**src/rtl/dilithium_pkg.sv**
```systemverilog
// Shared ML-DSA constants, challenge coefficient encoding, nonzero-list entry and
// sparse-multiplier FSM state type.
package dilithium_pkg;
  localparam int          DIL_N  = 256;
  localparam logic [23:0] DIL_Q  = 24'd8380417;
  localparam int          TAUMAX = 60;

  localparam logic [1:0] C_ZERO = 2'b00;
  localparam logic [1:0] C_POS  = 2'b01;
  localparam logic [1:0] C_NEG  = 2'b11;

  typedef enum logic [2:0] {ST_IDLE, ST_SCAN, ST_MAC, ST_WR, ST_FIN} csm_state_t;

  typedef struct packed {
    logic [7:0] pos;
    logic       neg;
  } nz_entry_t;

  function automatic logic [7:0] tau_of_level(input logic [1:0] level);
    case (level)
      2'b00:   return 8'd39;
      2'b01:   return 8'd49;
      default: return 8'd60;
    endcase
  endfunction
endpackage

```
**src/rtl/csm_modq_addsub.sv**
```systemverilog
// Combinational modular add/subtract: result = (acc +/- s) mod Q for acc, s in [0,Q).
module csm_modq_addsub
  import dilithium_pkg::*;
#(
  parameter int DATA_W = 24
) (
  input  logic [DATA_W-1:0] acc,
  input  logic [DATA_W-1:0] s,
  input  logic              sub,
  output logic [DATA_W-1:0] result
);
  localparam logic signed [DATA_W:0] QX = (DATA_W+1)'(DIL_Q);

  function automatic logic [DATA_W-1:0] mod_add(input logic [DATA_W-1:0] a, input logic [DATA_W-1:0] b);
    logic signed [DATA_W:0] t;
    t = $signed({1'b0, a}) + $signed({1'b0, b});
    if (t >= QX) t = t - QX;
    return t[DATA_W-1:0];
  endfunction

  function automatic logic [DATA_W-1:0] mod_sub(input logic [DATA_W-1:0] a, input logic [DATA_W-1:0] b);
    logic signed [DATA_W:0] t;
    t = $signed({1'b0, a}) - $signed({1'b0, b});
    if (t < 0) t = t + QX;
    return t[DATA_W-1:0];
  endfunction

  assign result = sub ? mod_sub(acc, s) : mod_add(acc, s);
endmodule

```
**src/rtl/challenge_sparse_mul.sv**
```systemverilog
// Sparse challenge multiplier: scans c, compacts its nonzeros, then writes w = c*s mod (X^256+1, Q).
// Defining CSMUL_PERF_CNT_EN adds the perf_cycles busy-cycle counter port.
module challenge_sparse_mul
  import dilithium_pkg::*;
(
  input  logic        clk,
  input  logic        rst_n,
  input  logic        start,
  input  logic [1:0]  ml_dsa_level,
  input  logic [15:0] c_base,
  input  logic [15:0] s_base,
  input  logic [15:0] w_base,
  output logic        busy,
  output logic        done,
  output logic        err_weight,
  output logic [15:0] mem_A,
  output logic [23:0] mem_D,
  output logic        mem_WEB,
  input  logic [23:0] mem_Q
`ifdef CSMUL_PERF_CNT_EN
  ,
  output logic [15:0] perf_cycles
`endif
);
  localparam logic [7:0] TAUMAX8 = 8'(TAUMAX);

  csm_state_t  state;
  logic [8:0]  cnt;
  logic [7:0]  k;
  logic [7:0]  nz_cnt;
  logic [7:0]  tau_r;
  logic [15:0] c_base_r, s_base_r, w_base_r;
  nz_entry_t   list [TAUMAX];
  logic [23:0] acc;

  logic        coef_nz, coef_neg, scan_hit;
  logic [7:0]  scan_pos, nz_upd, first_pos;
  logic [5:0]  list_len, rd_idx, nxt_idx;
  logic        mac_sub;
  logic [23:0] sum_res, wr_data;

  function automatic logic [15:0] s_addr(input logic [15:0] base, input logic [7:0] kk, input logic [7:0] p);
    logic [7:0] d;
    d = kk - p;
    return base + {8'h00, d};
  endfunction

  always_comb begin
    coef_nz  = 1'b0;
    coef_neg = 1'b0;
    case (mem_Q[1:0])
      C_POS:   coef_nz = 1'b1;
      C_NEG:   begin coef_nz = 1'b1; coef_neg = 1'b1; end
      C_ZERO:  coef_nz = 1'b0;
      default: coef_nz = 1'b0;
    endcase
  end

  // During SCAN the response in cycle cnt belongs to coefficient cnt-1.
  assign scan_pos  = 8'(cnt - 9'd1);
  assign scan_hit  = (state == ST_SCAN) && (cnt != 9'd0) && coef_nz;
  assign nz_upd    = scan_hit ? ((nz_cnt == 8'hFF) ? nz_cnt : nz_cnt + 8'd1) : nz_cnt;
  assign list_len  = (nz_cnt > TAUMAX8) ? TAUMAX8[5:0] : nz_cnt[5:0];
  // Entry 0 may still be in flight on the last SCAN cycle, so bypass it.
  assign first_pos = (nz_cnt == 8'd0) ? scan_pos : list[0].pos;

  assign rd_idx  = 6'(cnt - 9'd1);
  assign nxt_idx = 6'(cnt + 9'd1);
  assign mac_sub = list[rd_idx].neg ^ (k < list[rd_idx].pos);
  assign wr_data = (cnt != 9'd0) ? sum_res : acc;

  csm_modq_addsub #(.DATA_W(24)) u_addsub (
    .acc    (acc),
    .s      (mem_Q),
    .sub    (mac_sub),
    .result (sum_res)
  );

  always_ff @(posedge clk or negedge rst_n) begin
    if (!rst_n) begin
      state      <= ST_IDLE;
      busy       <= 1'b0;
      done       <= 1'b0;
      err_weight <= 1'b0;
      mem_A      <= '0;
      mem_D      <= '0;
      mem_WEB    <= 1'b1;
      nz_cnt     <= '0;
      cnt        <= '0;
      k          <= '0;
      tau_r      <= '0;
      c_base_r   <= '0;
      s_base_r   <= '0;
      w_base_r   <= '0;
    end else begin
      case (state)
        ST_IDLE: if (start) begin
          state      <= ST_SCAN;
          busy       <= 1'b1;
          err_weight <= 1'b0;
          nz_cnt     <= '0;
          cnt        <= '0;
          k          <= '0;
          tau_r      <= tau_of_level(ml_dsa_level);
          c_base_r   <= c_base;
          s_base_r   <= s_base;
          w_base_r   <= w_base;
          mem_A      <= c_base;
        end
        ST_SCAN: begin
          nz_cnt <= nz_upd;
          cnt    <= cnt + 9'd1;
          if (cnt < 9'(DIL_N - 1)) mem_A <= c_base_r + 16'(cnt) + 16'd1;
          if (cnt == 9'(DIL_N)) begin
            state      <= ST_MAC;
            cnt        <= '0;
            k          <= '0;
            err_weight <= (nz_upd != tau_r);
            mem_A      <= s_addr(s_base_r, 8'd0, first_pos);
          end
        end
        // MAC: address for entry cnt is on the bus, response for entry cnt-1 arrives.
        ST_MAC: begin
          cnt <= cnt + 9'd1;
          if (cnt + 9'd1 < {3'b000, list_len}) mem_A <= s_addr(s_base_r, k, list[nxt_idx].pos);
          if (cnt == {3'b000, list_len}) begin
            state   <= ST_WR;
            mem_A   <= w_base_r + {8'h00, k};
            mem_D   <= wr_data;
            mem_WEB <= 1'b0;
          end
        end
        ST_WR: begin
          mem_WEB <= 1'b1;
          cnt     <= '0;
          if (k == 8'hFF) begin
            state <= ST_FIN;
            busy  <= 1'b0;
            done  <= 1'b1;
          end else begin
            k     <= k + 8'd1;
            state <= ST_MAC;
            mem_A <= s_addr(s_base_r, k + 8'd1, first_pos);
          end
        end
        ST_FIN: begin
          done  <= 1'b0;
          state <= ST_IDLE;
        end
        default: state <= ST_IDLE;
      endcase
    end
  end

  always_ff @(posedge clk) begin
    if (scan_hit && (nz_cnt < TAUMAX8)) list[nz_cnt[5:0]] <= {scan_pos, coef_neg};
    if (state == ST_MAC) begin
      if (cnt != 9'd0) acc <= sum_res;
    end else begin
      acc <= '0;
    end
  end

`ifdef CSMUL_PERF_CNT_EN
  always_ff @(posedge clk or negedge rst_n) begin
    if (!rst_n)                         perf_cycles <= '0;
    else if (state == ST_IDLE && start) perf_cycles <= '0;
    else if (busy)                      perf_cycles <= perf_cycles + 16'd1;
  end
`endif
endmodule
```
**config.mk**
```make
export PLATFORM = sky130hd
export DESIGN_NAME = challenge_sparse_mul
export DESIGN_NICKNAME = d
export VERILOG_FILES = /design/src/rtl/dilithium_pkg.sv /design/src/rtl/csm_modq_addsub.sv /design/src/rtl/challenge_sparse_mul.sv
export SDC_FILE = /design/constraint.sdc
export NUM_CORES = 1
export LEC_CHECK = 0
export CORE_MARGIN = 4
export CORE_UTILIZATION = 48
export CTS_CLUSTER_DIAMETER = 100
export DETAILED_ROUTE_END_ITERATION = 8
export PLACE_DENSITY = 0.76
export RECOVER_POWER = 100
export SYNTH_ARGS = -nofsm -noshare
export SYNTH_HDL_FRONTEND = slang
export SYNTH_SLANG_ARGS = --single-unit
```
**constraint.sdc**
```tcl
create_clock -name clk -period 25.6 [get_ports clk]
set_clock_uncertainty 0.1 [all_clocks]
set_input_delay 5.12 -clock clk [delete_from_list [all_inputs] [get_ports clk]]
set_output_delay 5.12 -clock clk [all_outputs]
set_load 0.02 [all_outputs]
```
==> impl_summary.log <==
[metrics] number of search-and-repair iterations in the first detailed-routing pass: 7
[metrics] Setup Buffers After CTS: 0
[metrics] simple-gate share of the synthesized area: around a tenth
[metrics] antenna violations before repair: 5
[metrics] clock period minus worst slack: between 15000 and 20000 ps
[metrics] total count of hold-check failures in the final report: 0
[metrics] Post-layout nets: about 3.4k
[metrics] category of the worst setup path capture point: flop
[metrics] total congestion overflow after global routing: 0
[metrics] Buf/Inv on CP: 5
[metrics] Avg Cell Area, Syn: between 10 and 15 um^2
[metrics] violations in the final reports: max-capacitance violations, max-slew violations
[metrics] fraction of synthesis flops using an asynchronous set or reset pin: 18.3%
[metrics] CP peak stage delay: about 2100 ps
[metrics] total setup violations reported at the end of the flow: 0
[metrics] number of placement rows: 104
[metrics] aggregate global-route resource usage: 26.8%
[metrics] fraction of post-synthesis cell area in the top cell type by area: around 41%
[metrics] number of nets in the synthesized netlist: about 3.4k
[metrics] Final GP Congestion: about 0.96
[metrics] Setup TNS: 0 ps
[metrics] Max FO, Critical Path: between 60 and 70
[metrics] post-synthesis mux area share: a little under a fifth
[metrics] Least-Margin Pin Slew: roughly 7600 ps
[metrics] slowest stage cell, crit path: sky130_fd_sc_hd__clkbuf_1
[metrics] total of flip-flops plus latches after synthesis: 690
[metrics] Max transition margin: -405%
[metrics] Post-Place Setup Slack: around 15000 ps
[metrics] initial core utilization: 48.7%
[metrics] Clock Pin Slew Worst Setup and Hold Paths: around 60 ps
[metrics] P&R area growth vs syn: 12.0%
[metrics] vias: approximately 29k
[metrics] proportion of synthesized chip area in sequential cells: about half
[metrics] Post-CTS Resized: 0
[metrics] Clock Sink Count: between 600 and 700
[metrics] number of remaining DRC errors: 0
[metrics] Final period util: around two thirds
[metrics] fraction of layout instances using a drive strength above 1: roughly 16%
[metrics] floorplan die area: 0.0870 mm^2
[metrics] cells along the critical path: inv_1, ha_1, xnor2_2, clkbuf_1, inv_1, clkbuf_1, mux4_2, nand2_1, a21oi_1, a21oi_1, o21ai_0, a21oi_1, ha_1, a21o_1, a2111oi_0, o2bb2ai_1, xnor2_2, clkbuf_1, nand2_1, nor3_1, a221oi_1, a21oi_1
[metrics] violation count after the first detailed-routing iteration: a little under 4k
[metrics] Peak supply drop: between 150 and 200 uV
[metrics] maximum number of pins on one net before global-route repair: approximately 130
[metrics] tightest hold margin: 371 ps
[metrics] width of the chip: about 290 um
[metrics] run status: complete, but fails checks
[metrics] Post-Synth Adder-Cell Area: 4.45%
[metrics] global-route wire length before repair: about 180000 um
[metrics] gate count of the mapped netlist: around 3.1k
[metrics] Crit Path Category: reg2reg
[metrics] PwrDens: 145 mW/mm^2
[metrics] Worst R2R Start: cnt[0]$_DFFE_PN0P_
[metrics] die span in y: roughly 290 um
[metrics] clock root buffer: sky130_fd_sc_hd__clkbuf_16
[metrics] Cell Count Post-Placement: about 4.2k
[metrics] top cells by area in the synthesized netlist: sky130_fd_sc_hd__edfxtp_1 (41%), sky130_fd_sc_hd__mux4_2 (17%), sky130_fd_sc_hd__dfrtp_1 (7.9%)
[metrics] count of non-filler cells in the finished layout: about 4.3k
[metrics] setup slack after layout: about 9000 ps
[metrics] startpoint type of the worst setup path: flop
[metrics] count of H-tree levels built during CTS: 3
[metrics] setup repair after global routing missed its margin: no
[metrics] ys flop type: sky130_fd_sc_hd__edfxtp_1
[metrics] worst min path class: reg2reg
[metrics] origin of the worst min-delay path: mem_D[19]$_DFFE_PN0P_
[metrics] quantity of I/O buffers inserted on ports: 120
[metrics] antenna-violating nets left: 0
[metrics] Mapped Area: between 0.03 and 0.04 mm^2
[metrics] Final Max Tran Viols: 1147
[metrics] Synth Area in Compound Gates: between 10% and 20%
[metrics] detailed-route wire length: between 100000 and 150000 um
[metrics] beginning of the critical path: cnt[0]$_DFFE_PN0P_
[metrics] hold-fix buffers at CTS: 0
[metrics] average vias per placed instance: between 6 and 7
[metrics] number of buffers between clock root and the deepest sink: 3
[metrics] distinct cell type count of the synthesized netlist: a little over 90
[metrics] later-pin clock latency in the skew report: 650 ps
[metrics] TritonCTS clock tree: yes
[metrics] Crit path max-delay family: buffers and inverters
[metrics] average wire per standard cell: ~27 um
[metrics] Ports: between 100 and 150
[metrics] number of global-route vias before repair: around 28k
[metrics] maximum frequency from static timing analysis: roughly 60 MHz
[metrics] count of max-cap constraint violations: 21
[metrics] share of the synthesized netlist area taken by xor and xnor gates: between 3 and 4%
[metrics] total of warnings raised by yosys: 0
[metrics] total half-perimeter wirelength after legalization and detailed placement: 78400 um
[metrics] Yosys top cell by area: sky130_fd_sc_hd__edfxtp_1
[metrics] worst path arrival time: around 17000 ps
[metrics] critical path's most frequent cell: sky130_fd_sc_hd__a21oi_1
[metrics] P_leak: around 16 nW
[metrics] standard cell core area: about 0.08 mm^2
[metrics] combinational family with the most area after synthesis: multiplexers
[metrics] total clock buffers created by CTS: 74
[metrics] data required time at the worst endpoint: roughly 26000 ps
[metrics] EDFF count, synth: 540
==> path summary, 6_finish.rpt <==
check	to	slack, ps	depth (start not counted)
min reg2reg	mem_D[19]$_DFFE_PN0P_	370	2
max	mem_D[23]$_DFFE_PN0P_	9010	22
max in group asynchronous	mem_D[3]$_DFFE_PN0P_	15050	2
max reg2reg	mem_D[23]$_DFFE_PN0P_	9010	22
min	mem_D[19]$_DFFE_PN0P_	370	2
min in group asynchronous	w_base_r[10]$_DFFE_PN0P_	5870	1
==> layout by cell type, fill, tap and decap left out, drive strengths merged, types with 54 or more instances in the layout <==
| cell | count |
|---|---|
| a21oi | 178 |
| clkbuf | 120 |
| clkdlybuf4s50 | 73 |
| dfrtp | 125 |
| edfxtp | 540 |
| ha | 126 |
| inv | 110 |
| mux4 | 307 |
| nand2 | 346 |
| nand3 | 74 |
| nor2 | 240 |
| nor3 | 68 |
| o21ai | 160 |
| xnor2 | 97 |
| xor2 | 54 |
==> worst register-to-register path, cell delays in order (launching register included) <==
cell and delay, ps:
sky130_fd_sc_hd__dfrtp_1 2010, sky130_fd_sc_hd__inv_1 1850, sky130_fd_sc_hd__ha_1 790, sky130_fd_sc_hd__xnor2_2 140
sky130_fd_sc_hd__clkbuf_1 2110, sky130_fd_sc_hd__inv_1 1720, sky130_fd_sc_hd__clkbuf_1 970, sky130_fd_sc_hd__mux4_2 440
sky130_fd_sc_hd__nand2_1 60, sky130_fd_sc_hd__a21oi_1 360, sky130_fd_sc_hd__a21oi_1 140, sky130_fd_sc_hd__o21ai_0 560
sky130_fd_sc_hd__a21oi_1 180, sky130_fd_sc_hd__ha_1 480, sky130_fd_sc_hd__a21o_1 160, sky130_fd_sc_hd__a2111oi_0 420
sky130_fd_sc_hd__o2bb2ai_1 240, sky130_fd_sc_hd__xnor2_2 160, sky130_fd_sc_hd__clkbuf_1 1710, sky130_fd_sc_hd__nand2_1 1080
sky130_fd_sc_hd__nor3_1 560, sky130_fd_sc_hd__a221oi_1 120, sky130_fd_sc_hd__a21oi_1 190
==> state kept, by name, indices dropped and copies added, names as in the netlist, 9 cells and up <==
name,flops
acc,24
c_base_r,16
cnt,9
list,540
mem_A,16
mem_D,24
s_base_r,16
w_base_r,16
==> cells in the mapped netlist, drive strengths merged, types with 54 or more instances <==
| master | instances |
|---|---|
| edfxtp | 540 |
| xnor2 | 97 |
| o21ai | 160 |
| xor2 | 54 |
| mux4 | 307 |
| a21oi | 178 |
| nand2 | 346 |
| dfrtp | 125 |
| nor3 | 68 |
| buf | 57 |
| nor2 | 240 |
| ha | 126 |
| nand3 | 74 |
| clkbuf | 122 |
| inv | 110 |
==> power breakdown <==
part	internal, mW	switching [mW]
logic	1.51	2.17
clock network	0.648	0.469
registers	1.51	0.124
==> cells by family (layout without fill, tap and decap cells) <==
group / count (synthesis) / in the layout
xor gates and xnor gates: 151 / 151
buffers and inverters: 289 / 416
muxes: 346 / 346
other: 0 / 3
adders and majority gates: 135 / 135
and+or+nand+nor: 907 / 907
DFF: 690 / 690
AOI/OAI and AO/OA: 624 / 624
==> per-stage QoR <==
| stage | area, um^2 | util, % | total power [mW] |
|---|---|---|---|
| global route | 44200 | 54.6 | 6.77 |
| global placement | 41900 | 51.7 | 5.11 |
| finish | 44300 | 54.6 | 6.43 |
| detailed placement | 41900 | 51.7 | 5.17 |
| floorplan | 39500 | - | 4.09 |
| CTS | 44400 | 54.8 | 6.32 |
==> final cells by class <==
class,count,area [um^2]
Multi-Input combinational cell,2163,18700
Clock inverter,43,520
Fill cell,6491,36800
Tap cell,1060,1330
Sequential cell,690,19900
Timing Repair Buffer,174,1500
Antenna cell,3,7.51
Inverter,110,414
Clock buffer,89,1980
==> routing by layer <==
| layer | vias up | track usage (%) | share of wire, % |
|---|---|---|---|
| met3 | 304 | 5.16 | 10 |
| met1 | 14200 | 35.8 | 37 |
| met2 | 1838 | 44.1 | 48 |
| met5 | - | 0 | 0 |
| li1 | 12300 | - | - |
| met4 | 0 | 10.0 | 4.4 |
(Power assumes the default switching activity.)
